$ cat src/rtl/pc_fetch.sv
// pc_fetch: instruction fetch sequencer that owns the architectural PC.
//
// Fetches the word at pc from instruction memory over a req/ack handshake,
// latches it in instr and presents it to the decoder. When the decoder
// consumes it, the block commits pcNext and starts the next fetch.
//
// Ports:
//   clk, reset    system clock; synchronous active-high reset
//   pcNext        next PC from the PC ALU, sampled only on a committed advance
//   pcAdvance     decoder has consumed instr; commit pcNext
//   stall         blocks an advance while high
//   memReq        instruction memory read request
//   memAddr       read address (always equal to pc)
//   memRdata      instruction word, valid with memAck
//   memAck        memory read complete
//   instr         latched instruction word (qualify with instrValid)
//   instrValid    instr holds the instruction at pc
//   pc            current program counter
//   retireCount   number of committed advances, wraps
//   dbgState      current FSM state (RST=0, FETCH=1, HOLD=2)
//
// Handshakes:
//   Memory side: memReq is held high with a stable memAddr until a rising edge
//   on which memAck is 1; memRdata is captured on that edge and memReq drops
//   the next cycle. An ack seen when no request is outstanding is ignored.
//   Decode side: instrValid acts as valid and (pcAdvance & ~stall) as ready;
//   the instruction is consumed on an edge where both are high.
module pc_fetch #(
  parameter int               WIDTH    = 16,
  parameter logic [WIDTH-1:0] RESET_PC = '0
) (
  input  logic             clk,
  input  logic             reset,
  input  logic [WIDTH-1:0] pcNext,
  input  logic             pcAdvance,
  input  logic             stall,
  output logic             memReq,
  output logic [WIDTH-1:0] memAddr,
  input  logic [WIDTH-1:0] memRdata,
  input  logic             memAck,
  output logic [WIDTH-1:0] instr,
  output logic             instrValid,
  output logic [WIDTH-1:0] pc,
  output logic [WIDTH-1:0] retireCount,
  output logic [1:0]       dbgState
);

  typedef enum logic [1:0] {
    ST_RST   = 2'd0,
    ST_FETCH = 2'd1,
    ST_HOLD  = 2'd2
  } state_e;

  state_e           state_q, state_d;
  logic             mem_req_q, mem_req_d;
  logic             instr_valid_q, instr_valid_d;
  logic [WIDTH-1:0] instr_q, instr_d;
  logic [WIDTH-1:0] pc_q, pc_d;
  logic [WIDTH-1:0] retire_count_q, retire_count_d;

  always_comb begin
    state_d        = state_q;
    mem_req_d      = mem_req_q;
    instr_valid_d  = instr_valid_q;
    instr_d        = instr_q;
    pc_d           = pc_q;
    retire_count_d = retire_count_q;

    case (state_q)
      ST_RST: begin
        // A late ack from a fetch abandoned by reset lands here and is dropped.
        state_d   = ST_FETCH;
        mem_req_d = 1'b1;
      end
      ST_FETCH: begin
        if (memAck) begin
          instr_d       = memRdata;
          instr_valid_d = 1'b1;
          mem_req_d     = 1'b0;
          state_d       = ST_HOLD;
        end
      end
      ST_HOLD: begin
        // memAck is not looked at here so a stray ack cannot clobber instr.
        if (pcAdvance && !stall) begin
          pc_d           = pcNext;
          instr_valid_d  = 1'b0;
          retire_count_d = retire_count_q + WIDTH'(1);
          mem_req_d      = 1'b1;
          state_d        = ST_FETCH;
        end
      end
      default: begin
        state_d   = ST_RST;
        mem_req_d = 1'b0;
      end
    endcase
  end

  always_ff @(posedge clk) begin
    if (reset) begin
      state_q        <= ST_RST;
      mem_req_q      <= 1'b0;
      instr_valid_q  <= 1'b0;
      instr_q        <= '0;
      pc_q           <= RESET_PC;
      retire_count_q <= '0;
    end else begin
      state_q        <= state_d;
      mem_req_q      <= mem_req_d;
      instr_valid_q  <= instr_valid_d;
      instr_q        <= instr_d;
      pc_q           <= pc_d;
      retire_count_q <= retire_count_d;
    end
  end

  assign memReq      = mem_req_q;
  assign memAddr     = pc_q;
  assign instr       = instr_q;
  assign instrValid  = instr_valid_q;
  assign pc          = pc_q;
  assign retireCount = retire_count_q;
  assign dbgState    = state_q;

endmodule

$ cat config.mk
export PLATFORM = sky130hd
export DESIGN_NAME = pc_fetch
export DESIGN_NICKNAME = d
export VERILOG_FILES = /design/src/rtl/pc_fetch.sv
export SDC_FILE = /design/constraint.sdc
export NUM_CORES = 1
export LEC_CHECK = 0
export CORE_AREA = 4 4 78 80
export DETAILED_ROUTE_END_ITERATION = 16
export DIE_AREA = 0 0 82 84
export PLACE_DENSITY = 0.77
export SLEW_MARGIN = 30
export SYNTH_ARGS = -nofsm -noshare
export SYNTH_HDL_FRONTEND = slang
export SYNTH_SLANG_ARGS = --single-unit
$ cat constraint.sdc
create_clock -name clk -period 2.2 [get_ports clk]
set_clock_uncertainty 0.2 [all_clocks]
set_input_delay 0.33 -clock clk [delete_from_list [all_inputs] [get_ports clk]]
set_output_delay 0.33 -clock clk [all_outputs]
set_load 0.02 [all_outputs]
==> results of run 1 <==
worst paths after layout:
check	start	endpoint	depth (start not counted)
hold reg to reg	instr[11]	instr[11]	2
setup reg to reg	retireCount[0]	retireCount[14]	5
setup / recovery	stall	retireCount[14]	5
hold / removal	instr[11]	instr[11]	2
final cells by class:
type,count,area share
Sequential cell,51,0.312
Clock buffer,6,0.0222
Inverter,2,0.00229
Multi-Input combinational cell,172,0.272
Tap cell,72,0.0275
Timing Repair Buffer,121,0.355
Clock inverter,1,0.00917
critical path, cell delays in order:
cell and delay (ps):
clkdlybuf4s50_1 420, nand4bb_4 280, or4_4 580, or3_1 360, a21oi_1 150
registers in the layout, indices dropped and copies added (netlist names):
register / flops
instrValid: 1
memAddr: 16
retireCount: 16
instr: 16
dbgState: 2
through the flow:
step	std cells	instance area (um^2)	hold WS, ps
global placement	418	3150	241
global route	425	3280	278
floorplan	257	2070	266
finish	425	3280	257
detailed placement	418	3150	248
CTS	425	3260	260
cell usage after synthesis:
library cell,instances,share of area
a31o_2,1,0.0042
o21ai_0,4,0.0097
nor3b_1,1,0.0036
nand4bb_1,1,0.0054
nor3_1,3,0.0072
inv_1,2,0.0036
xnor2_1,4,0.017
nor4bb_1,1,0.0048
nand2_1,72,0.13
nand2b_1,2,0.0060
mux2_1,3,0.016
a21oi_1,41,0.099
nand4_1,4,0.012
nand3b_1,1,0.0036
or2_2,1,0.0030
or3_1,4,0.012
xor2_1,3,0.013
buf_1,5,0.0091
nand3_1,4,0.0097
buf_2,2,0.0048
dfxtp_1,51,0.49
buf_4,17,0.062
or4_1,1,0.0036
nor4_2,1,0.0060
nor2_1,15,0.027
and4_1,1,0.0042
clkbuf_1,8,0.015
nor2b_1,3,0.0091
ha_1,1,0.0060
layer usage:
layer	up-vias	part of all wire	wire length, um
met3	2	0.12	636
met1	883	0.41	2180
met2	79	0.46	2440
met4	0	0.0055	29
li1	1015	-	-
met5	-	0	0
cells by family (layout without fill, tap and decap cells):
| group | count (synthesis) | after routing | synth area share |
|---|---|---|---|
| and+or+nand+nor | 115 | 115 | 0.248 |
| DFF | 51 | 51 | 0.493 |
| AOI/OAI and AO/OA | 46 | 46 | 0.113 |
| buffers and inverters | 34 | 130 | 0.0937 |
| xor gates and xnor gates | 7 | 7 | 0.0296 |
| muxes | 3 | 3 | 0.0163 |
| adders and majority gates | 1 | 1 | 0.00604 |
power by group:
part / leakage, uW / internal, uW / switching (uW) / total (uW)
registers: 0.000413 / 944 / 12.4 / 957
clock network: 0.0000513 / 334 / 292 / 626
logic: 0.000676 / 130 / 107 / 237
total: 0.00114 / 1410 / 412 / 1820
repair_timing:
action	in CTS	in global routing
resized for setup	1	2
gates cloned	0	0
setup endpoints to repair	3	6
==> flow_summary.json, run 1 <==
{
  "start_util": 0.383,
  "routed_wl_mm": 5.28,
  "path_class": "in2reg",
  "dieArea_um2": 6890,
  "dpl.hpwl_mm": 3.98,
  "drt_first_pass_iters": 4,
  "cp_max_fo": 6,
  "synth_seq_cells": 51,
  "reg2reg_slack_ps": 260,
  "area_growth_pct": 58.2,
  "use_met2": 0.263,
  "drc": 0,
  "syn_area_um2": 2070,
  "setup_tns_ps": 0,
  "finalHoldViolations": 0,
  "syn_inst": 257,
  "grt_use_met3": 0.0875,
  "final_util": 0.606,
  "cts_tree": "yes",
  "busiest_layer": "met2",
  "htree_levels": 2,
  "io_pins": 105,
  "final.fill_count": 501,
  "overflow": 0,
  "num-nets-final": 391,
  "finalSetupViolations": 0,
  "tightest_slew_ps": 500,
  "place_ws_ps": -363,
  "rsz0062_at_grt": "no",
  "start_kind": "input pin",
  "final.min_clock_period_ps": 2090,
  "antenna_found_initial": 0,
  "post-cts-setup-buffers": 0,
  "viasPerCell": 4.66,
  "root_buffer": "clkbuf_8",
  "numCtsBuffers": 5,
  "timing.fmax_mhz": 478,
  "relSlewSlack": 0.667,
  "maxCapViolCount": 0,
  "core_area_um2": 5410,
  "total_power_uw": 1820,
  "maxSlewViolCount": 0,
  "cts_buffer_depth": 2,
  "ys_seq_area_frac": 0.493,
  "cellPowerDensity_nw_per_um2": 556,
  "drt_iter0_drc": 67,
  "cts.sinks": 51,
  "clock_latency_ps": 300,
  "grt_max_degree": 29,
  "period_share": 0.951,
  "use_met1": 0.178,
  "detail_route.wl_per_cell_um": 12.4,
  "ir_drop_v": 0.000389,
  "syn-num-nets": 295,
  "die_w_um": 82,
  "worstPathRequired_ps": 2230,
  "final_cell_mix": "clkdlybuf4s50_1, nand2_1, dfxtp_1, a21oi_1, buf_4",
  "ys_warn_count": 0,
  "fin_ws_ps": 107,
  "grt_usage": 0.161,
  "grt_pass1_vias": 1926,
  "grt_first_pass_wirelength_mm": 8.74,
  "critPathCaptureType": "flop",
  "multi_input_area_um2": 891,
  "clkTransAtPathRegs_ps": 90,
  "port_buffers": 104,
  "p_leak_uw": 0.00114,
  "die_h_um": 84,
  "status": "finished clean",
  "final_common_cell": "clkdlybuf4s50_1",
  "hp-class": "reg2reg",
  "antenna_left": 0,
  "syn_area_per_cell_um2": 8.06,
  "worstPathArrival_ps": 2120,
  "placementRows": 27,
  "final_layout_size_suffix_gt1_frac": 0.0850,
  "dr_total_vias": 1979,
  "regArea_um2": 1020,
  "hold_buffers": 0,
  "num_antenna_cells": 0,
  "synth_cell_type_count": 29,
  "place.gp.congestion": 0.726
}
Note: power is estimated with default switching activity, not from simulation.
==> run 2: changes to the inputs <==
--- a/config.mk
+++ b/config.mk
@@ -9,7 +9,6 @@
 export DETAILED_ROUTE_END_ITERATION = 16
 export DIE_AREA = 0 0 82 84
 export PLACE_DENSITY = 0.77
-export SLEW_MARGIN = 30
 export SYNTH_ARGS = -nofsm -noshare
 export SYNTH_HDL_FRONTEND = slang
 export SYNTH_SLANG_ARGS = --single-unit
==> constraint.sdc (replaced) <==
create_clock -name clk -period 2 [get_ports clk]
set_clock_uncertainty 0.2 [all_clocks]
set_input_delay 0.3 -clock clk [delete_from_list [all_inputs] [get_ports clk]]
set_output_delay 0.3 -clock clk [all_outputs]
set_load 0.02 [all_outputs]
==> run 2 against run 1 <==
Clock-buffer cell count is 1 higher. Highest routed layer unchanged. Utilization hardly changed. Final cell count is 0.24% lower. Non-clock buffer count is 2 lower. Critical path type unchanged. Critical endpoint is now retireCount[12]. Sequential share of layout area is 0.52 points higher. Largest cell class unchanged. First-iteration DRC count is 45% lower. Clock power is 10% lower. Global-route usage is 0.30 points lower. Worst setup slack worse by 60 ps.
==> flow_summary.json, run 2 (synthesized netlist as in run 1, its figures left out) <==
{
  "status": "finished clean",
  "timing.fmax_mhz": 512,
  "area_growth_pct": 58.1,
  "dpl.hpwl_mm": 4.03,
  "hold_ws_ps": 214,
  "die_w_um": 82,
  "io_pins": 105,
  "grt_usage": 0.158,
  "pwr-share-clk": 0.299,
  "grt_first_pass_wirelength_mm": 8.63,
  "hold_buffers": 0,
  "rsz0062_at_grt": "yes",
  "overflow": 0,
  "cts.sinks": 51,
  "grt_pass1_vias": 1957,
  "r2r_cells": 5,
  "finalHoldViolations": 0,
  "die_h_um": 84,
  "p_seq_frac": 0.560,
  "pwr-share-comb": 0.140,
  "final_cell_mix": "clkdlybuf4s50_1, nand2_1, dfxtp_1, a21oi_1",
  "hold_end": "memAddr[8]",
  "critPathCaptureType": "flop",
  "root_buffer": "clkbuf_8",
  "period_share": 0.976,
  "placementRows": 27,
  "start_kind": "input pin",
  "hold_depth": 2,
  "hp-class": "in2reg",
  "cellPowerDensity_nw_per_um2": 572,
  "p_leak_uw": 0.00112,
  "drc": 0,
  "maxCapViolCount": 0,
  "place.gp.congestion": 0.780,
  "viasPerCell": 4.70,
  "worstPathRequired_ps": 2030,
  "use_met2": 0.276,
  "detail_route.wl_per_cell_um": 12.6,
  "busiest_layer": "met2",
  "dr_total_vias": 1993,
  "hp-start": "reset",
  "num-nets-final": 389,
  "finalSetupViolations": 0,
  "use_met1": 0.168,
  "final.min_clock_period_ps": 1950,
  "port_buffers": 104,
  "relSlewSlack": 0.749,
  "numCtsBuffers": 5,
  "final_common_cell": "clkdlybuf4s50_1",
  "r2r-start": "retireCount[0]",
  "final_layout_size_suffix_gt1_frac": 0.105,
  "multi_input_area_um2": 908,
  "rr_endpoint": "retireCount[12]",
  "drt_first_pass_iters": 4,
  "ir_drop_v": 0.000370,
  "start_util": 0.383,
  "grt_use_met3": 0.0702,
  "power.switching_uw": 447,
  "path_class": "in2reg",
  "clkTransAtPathRegs_ps": 80,
  "dieArea_um2": 6890,
  "core_area_um2": 5410,
  "cts_buffer_depth": 2,
  "antenna_found_initial": 0,
  "placed_area_um2": 3150,
  "final.fill_count": 509,
  "drt_iter0_drc": 37,
  "grt_max_degree": 24,
  "swShare": 0.238,
  "p_int_uw": 1430,
  "antenna_left": 0,
  "maxSlewViolCount": 0,
  "cp_max_fo": 7,
  "worstPathArrival_ps": 1980,
  "routed_wl_mm": 5.34,
  "num_antenna_cells": 0,
  "reg2reg_slack_ps": 60,
  "design_area_um2": 3270,
  "clock_latency_ps": 290,
  "tightest_slew_ps": 376,
  "htree_levels": 2,
  "regArea_um2": 1040,
  "cts_tree": "yes"
}
run 2: changes by cell type in the layout (fill, tap and decap cells not counted), sizes merged:
cell    before  now
bufinv       1    0
clkbuf       6    7
clkinv       0    1
buf         18   16
run 2: timing repair:
item                       CTS  global route
setup endpoints to repair    4             3
gates resized for setup      2             1
setup buffers                0             2
run 2: power by group through the flow:
stage / clock network [uW] / registers [uW] / logic, uW
after floorplan: 0 / 1110 / 76.8
after global placement: 0 / 1070 / 259
after detailed placement: 0 / 1070 / 261
after CTS: 596 / 1050 / 265
after global routing: 626 / 1050 / 286
final: 561 / 1050 / 263
run 2: layer usage:
layer	share of wire	up-vias	wire length [um]
li1	-	1012	-
met1	0.39	900	2100
met2	0.49	77	2630
met3	0.11	4	562
met4	0.0081	0	43
met5	0	-	0
run 2: area by class of cell:
| type | count | area share |
|---|---|---|
| clock buffers | 7 | 0.0233 |
| repair buffers | 119 | 0.351 |
| inverters | 2 | 0.00229 |
| multi-input cells | 172 | 0.278 |
| well taps | 72 | 0.0275 |
| clock inverters | 1 | 0.00153 |
| flip-flops and latches | 51 | 0.317 |
run 2: worst max-delay path, cell delays in order:
cell             delay (ps)
clkdlybuf4s50_1         430
nand4bb_4               260
or4_4                   480
or3_1                   370
a21oi_1                 150
run 2: how the worst max path moves through the flow:
stage / from / endpoint / slack [ps]
floorplan: retireCount[6] / retireCount[10] / 20
global placement: stall / retireCount[14] / -300
detailed placement: stall / retireCount[10] / -350
CTS: stall / retireCount[15] / 20
global route: stall / retireCount[15] / -1
finish: stall / retireCount[12] / 50
run 2: metrics by stage:
stage | util | total power (uW) | setup TNS [ps] | instances | setup WS, ps
final | 0.606 | 1870 | 0 | 424 | 47.2
after global routing | 0.606 | 1970 | -1.24 | 424 | -1.24
after CTS | 0.602 | 1910 | 0 | 422 | 22.6
after detailed placement | 0.583 | 1330 | -2930 | 414 | -346
after global placement | 0.583 | 1330 | -1920 | 414 | -302
after floorplan | - | 1180 | 0 | 257 | 16.1
==> run 3: changes to the inputs <==
--- a/config.mk
+++ b/config.mk
@@ -8,7 +8,8 @@
 export CORE_AREA = 4 4 78 80
 export DETAILED_ROUTE_END_ITERATION = 16
 export DIE_AREA = 0 0 82 84
-export PLACE_DENSITY = 0.77
+export GPL_ROUTABILITY_DRIVEN = 0
+export PLACE_DENSITY_LB_ADDON = 0.12
 export SYNTH_ARGS = -nofsm -noshare
 export SYNTH_HDL_FRONTEND = slang
 export SYNTH_SLANG_ARGS = --single-unit
==> run 3 against run 2 <==
Final cell count grew 0.71%. Sequential power hardly changed. Non-clock buffer count up 3. Worst setup slack got worse by 22 ps. Hold slack better by 42 ps. Total power rose by 2.0%. Clock-buffer cell count unchanged. Critical path type unchanged. Highest routed layer unchanged.
==> flow_summary.json, run 3 (synthesized netlist as in run 1, its figures left out) <==
{
  "antenna_left": 0,
  "grt_usage": 0.154,
  "area_growth_pct": 60.5,
  "relSlewSlack": 0.688,
  "dpl.hpwl_mm": 3.88,
  "htree_levels": 2,
  "grt_pass1_vias": 1886,
  "finalSetupViolations": 0,
  "io_pins": 105,
  "hold_end": "memAddr[3]",
  "hold_depth": 2,
  "grt_max_degree": 26,
  "drc": 0,
  "clkTransAtPathRegs_ps": 90,
  "drt_first_pass_iters": 4,
  "worstPathRequired_ps": 2020,
  "start_kind": "input pin",
  "cts_buffer_depth": 2,
  "hold_ws_ps": 256,
  "final.fill_count": 520,
  "final_common_cell": "clkdlybuf4s50_1",
  "period_share": 0.987,
  "placed_area_um2": 3180,
  "cts_tree": "yes",
  "hp-start": "reset",
  "num-nets-final": 392,
  "r2r_cells": 5,
  "dr_total_vias": 1963,
  "final_util": 0.615,
  "worstPathArrival_ps": 2000,
  "grt_first_pass_wirelength_mm": 8.44,
  "total_power_uw": 1910,
  "antenna_found_initial": 0,
  "cellPowerDensity_nw_per_um2": 575,
  "p_leak_uw": 0.00117,
  "final_cell_mix": "clkdlybuf4s50_1, nand2_1, dfxtp_1, a21oi_1, buf_4",
  "critPathCaptureType": "flop",
  "final.min_clock_period_ps": 1970,
  "port_buffers": 104,
  "root_buffer": "clkbuf_8",
  "ir_drop_v": 0.000371,
  "rr_endpoint": "retireCount[14]",
  "finalHoldViolations": 0,
  "place_ws_ps": -309,
  "tightest_slew_ps": 467,
  "final_layout_size_suffix_gt1_frac": 0.124,
  "routed_wl_mm": 5.28,
  "die_h_um": 84,
  "placementRows": 27,
  "design_area_um2": 3320,
  "start_util": 0.383,
  "drt_iter0_drc": 37,
  "detail_route.wl_per_cell_um": 12.4,
  "status": "finished clean",
  "core_area_um2": 5410,
  "cp_max_fo": 7,
  "overflow": 0,
  "die_w_um": 82,
  "hp-class": "in2reg",
  "reg2reg_slack_ps": 30,
  "cts.sinks": 51,
  "numCtsBuffers": 5,
  "dieArea_um2": 6890,
  "num_antenna_cells": 0,
  "maxSlewViolCount": 0,
  "r2r-start": "retireCount[0]",
  "path_class": "in2reg",
  "maxCapViolCount": 0,
  "fin_ws_ps": 25.3,
  "viasPerCell": 4.60,
  "timing.fmax_mhz": 506,
  "clock_latency_ps": 300
}
## run 3: cell types whose count changed in the layout (fill, tap and decap cells not counted), sizes merged
cell,change
dlymetal6s2s,+1
buf,+3
clkdlybuf4s50,-1
## run 3: how the worst max path moves through the flow
| stage | to | start | depth (start not counted) |
|---|---|---|---|
| detailed placement | retireCount[12] | stall | 5 |
| finish | retireCount[14] | stall | 5 |
| floorplan | retireCount[10] | retireCount[6] | 5 |
| CTS | retireCount[15] | stall | 6 |
| global route | retireCount[14] | retireCount[0] | 5 |
| global placement | retireCount[14] | stall | 5 |
## run 3: layout make-up
class                   count  area (um^2)  share of cell area
repair buffers            122         1170               0.353
inverters                   2         7.51             0.00226
flip-flops and latches     51         1040               0.312
clock buffers               7         86.3              0.0260
clock inverters             1         3.75             0.00113
multi-input cells         172          926               0.279
well taps                  72         90.1              0.0271
## run 3: stage by stage
stage / TNS [ps] / instances
finish: 0 / 427
CTS: 0 / 426
floorplan: 0 / 257
detailed placement: -1800 / 418
global route: -48.7 / 427
global placement: -1520 / 418
## run 3: worst max-delay path: stages
cell	delay [ps]
clkdlybuf4s50_1	430
nand4bb_4	250
or4_4	470
or3_1	380
a21oi_1	170
## run 3: where the power goes
part | switching, uW | internal (uW) | leakage [uW]
combinational | 119 | 144 | 0.000703
sequential | 13.4 | 1040 | 0.000417
clock | 321 | 278 | 0.0000459
## run 3: repair_timing
action / 4_1_cts / 5_1_grt
setup endpoints to repair: 1 / 5
setup buffers: 0 / 1
pin swaps: 0 / 2
resized for setup: 1 / 7
hold buffers: 0 / 0
hold endpoints to repair: 0 / 0
## run 3: per-layer routing
layer	up-vias	track usage	part of all wire
met1	877	0.166	0.40
met3	5	0.0659	0.096
li1	1019	-	-
met5	-	0	0
met4	0	0.0317	0.0066
met2	62	0.273	0.49
==> RTL edit (settings of run 3) <==
The parameter `WIDTH` goes from 16 to 14.
--- a/src/rtl/pc_fetch.sv
+++ b/src/rtl/pc_fetch.sv
@@ -27,5 +27,5 @@
 //   the instruction is consumed on an edge where both are high.
 module pc_fetch #(
-  parameter int               WIDTH    = 16,
+  parameter int               WIDTH    = 14,
   parameter logic [WIDTH-1:0] RESET_PC = '0
 ) (
Interface: changed (6 resized); port bits go from 105 to 93. No check against the original RTL was run, so the function may have changed too.
==> RTL edit against run 3 <==
  * Cell count is 9.6% lower
  * Clock power is 13% lower
  * Non-clock buffer count is 18 lower
  * Largest cell class unchanged
  * Wire length is 9.3% lower
  * Combinational power is 13% lower
  * Setup slack better by 0.088 ns
  * Sequential cell count is 5 lower
  * Power is 11% lower
  * Final area is 14% lower
  * Critical path type is now flip-flop to primary output
  * Critical endpoint is now dbgState[0]
  * Synthesized area is 11% lower
  * Global-route usage is 0.80 points lower
  * Count of clock-buffer cells in the layout stayed put
==> RTL edit: results (changes against run 3) <==
* Outcome: completed
* WP data arrival at 1.39 ns (-0.61 ns)
* Clock slew at reported path FFs at 0.08 ns
* Routed wl met2 at 2.233 mm (-14%)
* Slew @ Worst Pin at 0.2994 ns (-0.1680 ns)
* Cts bufs inserted at 5 (unchanged)
* Post-synth ARST share at 0% (unchanged)
* Finish-stage setup viols at 0 (unchanged)
* Critical-path top delay cell: clkdlybuf4s50_1
* Hold endpoint: memAddr[12]
* Placed insts at 379 (-9.3%)
* DRC at 0 (unchanged)
* Reg-to-reg critical path endpoint: retireCount[12]
* Root Driver: clkbuf_8
* Reg-to-reg startpoint: retireCount[6]
* Port-buffer cells at 92 (-12%)
* Hold Crit Depth at 2 (unchanged)
* H-Tree Level Count at 2 (unchanged)
* Syn Inst Count at 230 (-11%)
* Area contributors post-synth: dfxtp_1, nand2_1, a21oi_1, buf_4, nor2_1
* Layout cells sized above 1 at 7.006% (-5.4 points)
* Crit path largest cell delay at 0.60 ns (+0.13 ns)
* Fillcell total at 529 (+1.7%)
* First-pass GRT wire length at 7.948 mm (-5.8%)
* Drt total wl at 4.791 mm (-9.3%)
* Synthesized Nets at 264 (-11%)
* Pre-CTS setup slack at -0.1775 ns (+0.1317 ns)
* Max clock buf depth at 2 (unchanged)
* Main synth FF type: dfxtp_1
* TritonRoute pass-1 iters at 4 (unchanged)
* Total leakage power at 0.9903 nW (-15%)
* Diode count at 0 (unchanged)
* DRT met1 WL at 1.978 mm (-7.0%)
* Via-per-instance ratio at 4.523 (-1.6%)
* Synth cell count leaders: nand2_1, dfxtp_1, a21oi_1
* Max layer used: met4
* Synth Warn # at 0 (unchanged)
* Origin of the worst min-delay path: reset
* Peak VDD IR at 0.3758 mV (+1.2%)
* Number of global-route vias before repair at 1681 (-11%)
* GRT Overall Usage at 14.55% (-0.80 points)
* Register area share after synthesis at 49.73% (+0.42 points)
* Final std cells w/o fill at 386 (-9.6%)
* Largest net degree at the start of global routing at 21 (-19%)
* Nets at 348 (-11%)
* Post-cts resize count at 0 (-1)
* Reg2reg path depth at 5 (unchanged)
* Net switching power at 0.4015 mW (-11%)
* Flop2flop setup slack at 0.23 ns (+0.20 ns)
* Final HPWL DP at 3.591 mm (-7.4%)
* Post-synth cell types at 32 (+10%)
* Cell family with most CP delay: buffers and inverters
* WL met3 at 525 µm (+3.1%)
* DR iter-0 viols at 93 (+150%)
## RTL edit: cell types whose count changed after synthesis, moves of 3 or more
cell / run 3 / this run
nand2_1: 72 / 64
dfxtp_1: 51 / 46
buf_1: 5 / 1
a21oi_1: 41 / 38
buf_4: 17 / 14
mux2_1: 3 / 0
## RTL edit: metal layers
layer | GRT usage, % | vias up
li1 | - | 908
met1 | 16.91 | 777
met2 | 23.14 | 54
met3 | 7.451 | 7
met4 | 4.079 | 0
met5 | 0 | -
## RTL edit: kinds of logic (layout without fill, tap and decap cells)
| kind of cell | after synthesis | after routing | share of synthesized area [%] |
|---|---|---|---|
| flops | 46 | 46 | 49.73 |
| compound gates | 43 | 43 | 11.89 |
| mux | 1 | 1 | 0.6081 |
| buf+inv | 29 | 113 | 8.851 |
| fa+ha+maj | 1 | 1 | 0.6756 |
| xor+xnor | 8 | 8 | 3.784 |
| simple gates | 102 | 102 | 24.46 |
## RTL edit: worst max-delay path by stage
stage / slack, ns / startpoint / endpoint / depth (start not counted)
4_1_cts: 0.09 / dbgState[0] / dbgState[0] / 2
6_report: 0.11 / dbgState[0] / dbgState[0] / 2
5_1_grt: 0.02 / dbgState[0] / dbgState[0] / 2
3_3_place_gp: -0.16 / stall / retireCount[13] / 5
3_5_place_dp: -0.18 / stall / retireCount[13] / 5
2_1_floorplan: 0.03 / dbgState[0] / retireCount[13] / 6
## RTL edit: metrics by stage
step	power [mW]	area (µm²)	hold slack, ns
final	1.706	2869	0.1705
after global routing	1.801	2869	0.1744
after CTS	1.737	2869	0.1652
after detailed placement	1.206	2793	0.2476
after global placement	1.204	2793	0.2413
after floorplan	1.072	1853	0.2360
## RTL edit: cell type report
class | instances | area [µm²] | share of cell area, %
Clock buffer | 7 | 76.32 | 2.660
Inverter | 2 | 7.507 | 0.2617
Multi-Input combinational cell | 155 | 767.0 | 26.73
Sequential cell | 46 | 922.1 | 32.14
Tap cell | 72 | 90.09 | 3.140
Timing Repair Buffer | 104 | 1006 | 35.06
## RTL edit: power by group through the flow
stage                     Clock (mW)  Combinational (mW)  Sequential [mW]
final                          0.524               0.228            0.954
after global routing           0.594               0.247            0.959
after CTS                      0.552               0.231            0.954
after detailed placement           0               0.230            0.976
after global placement             0               0.230            0.975
after floorplan                    0              0.0667             1.01
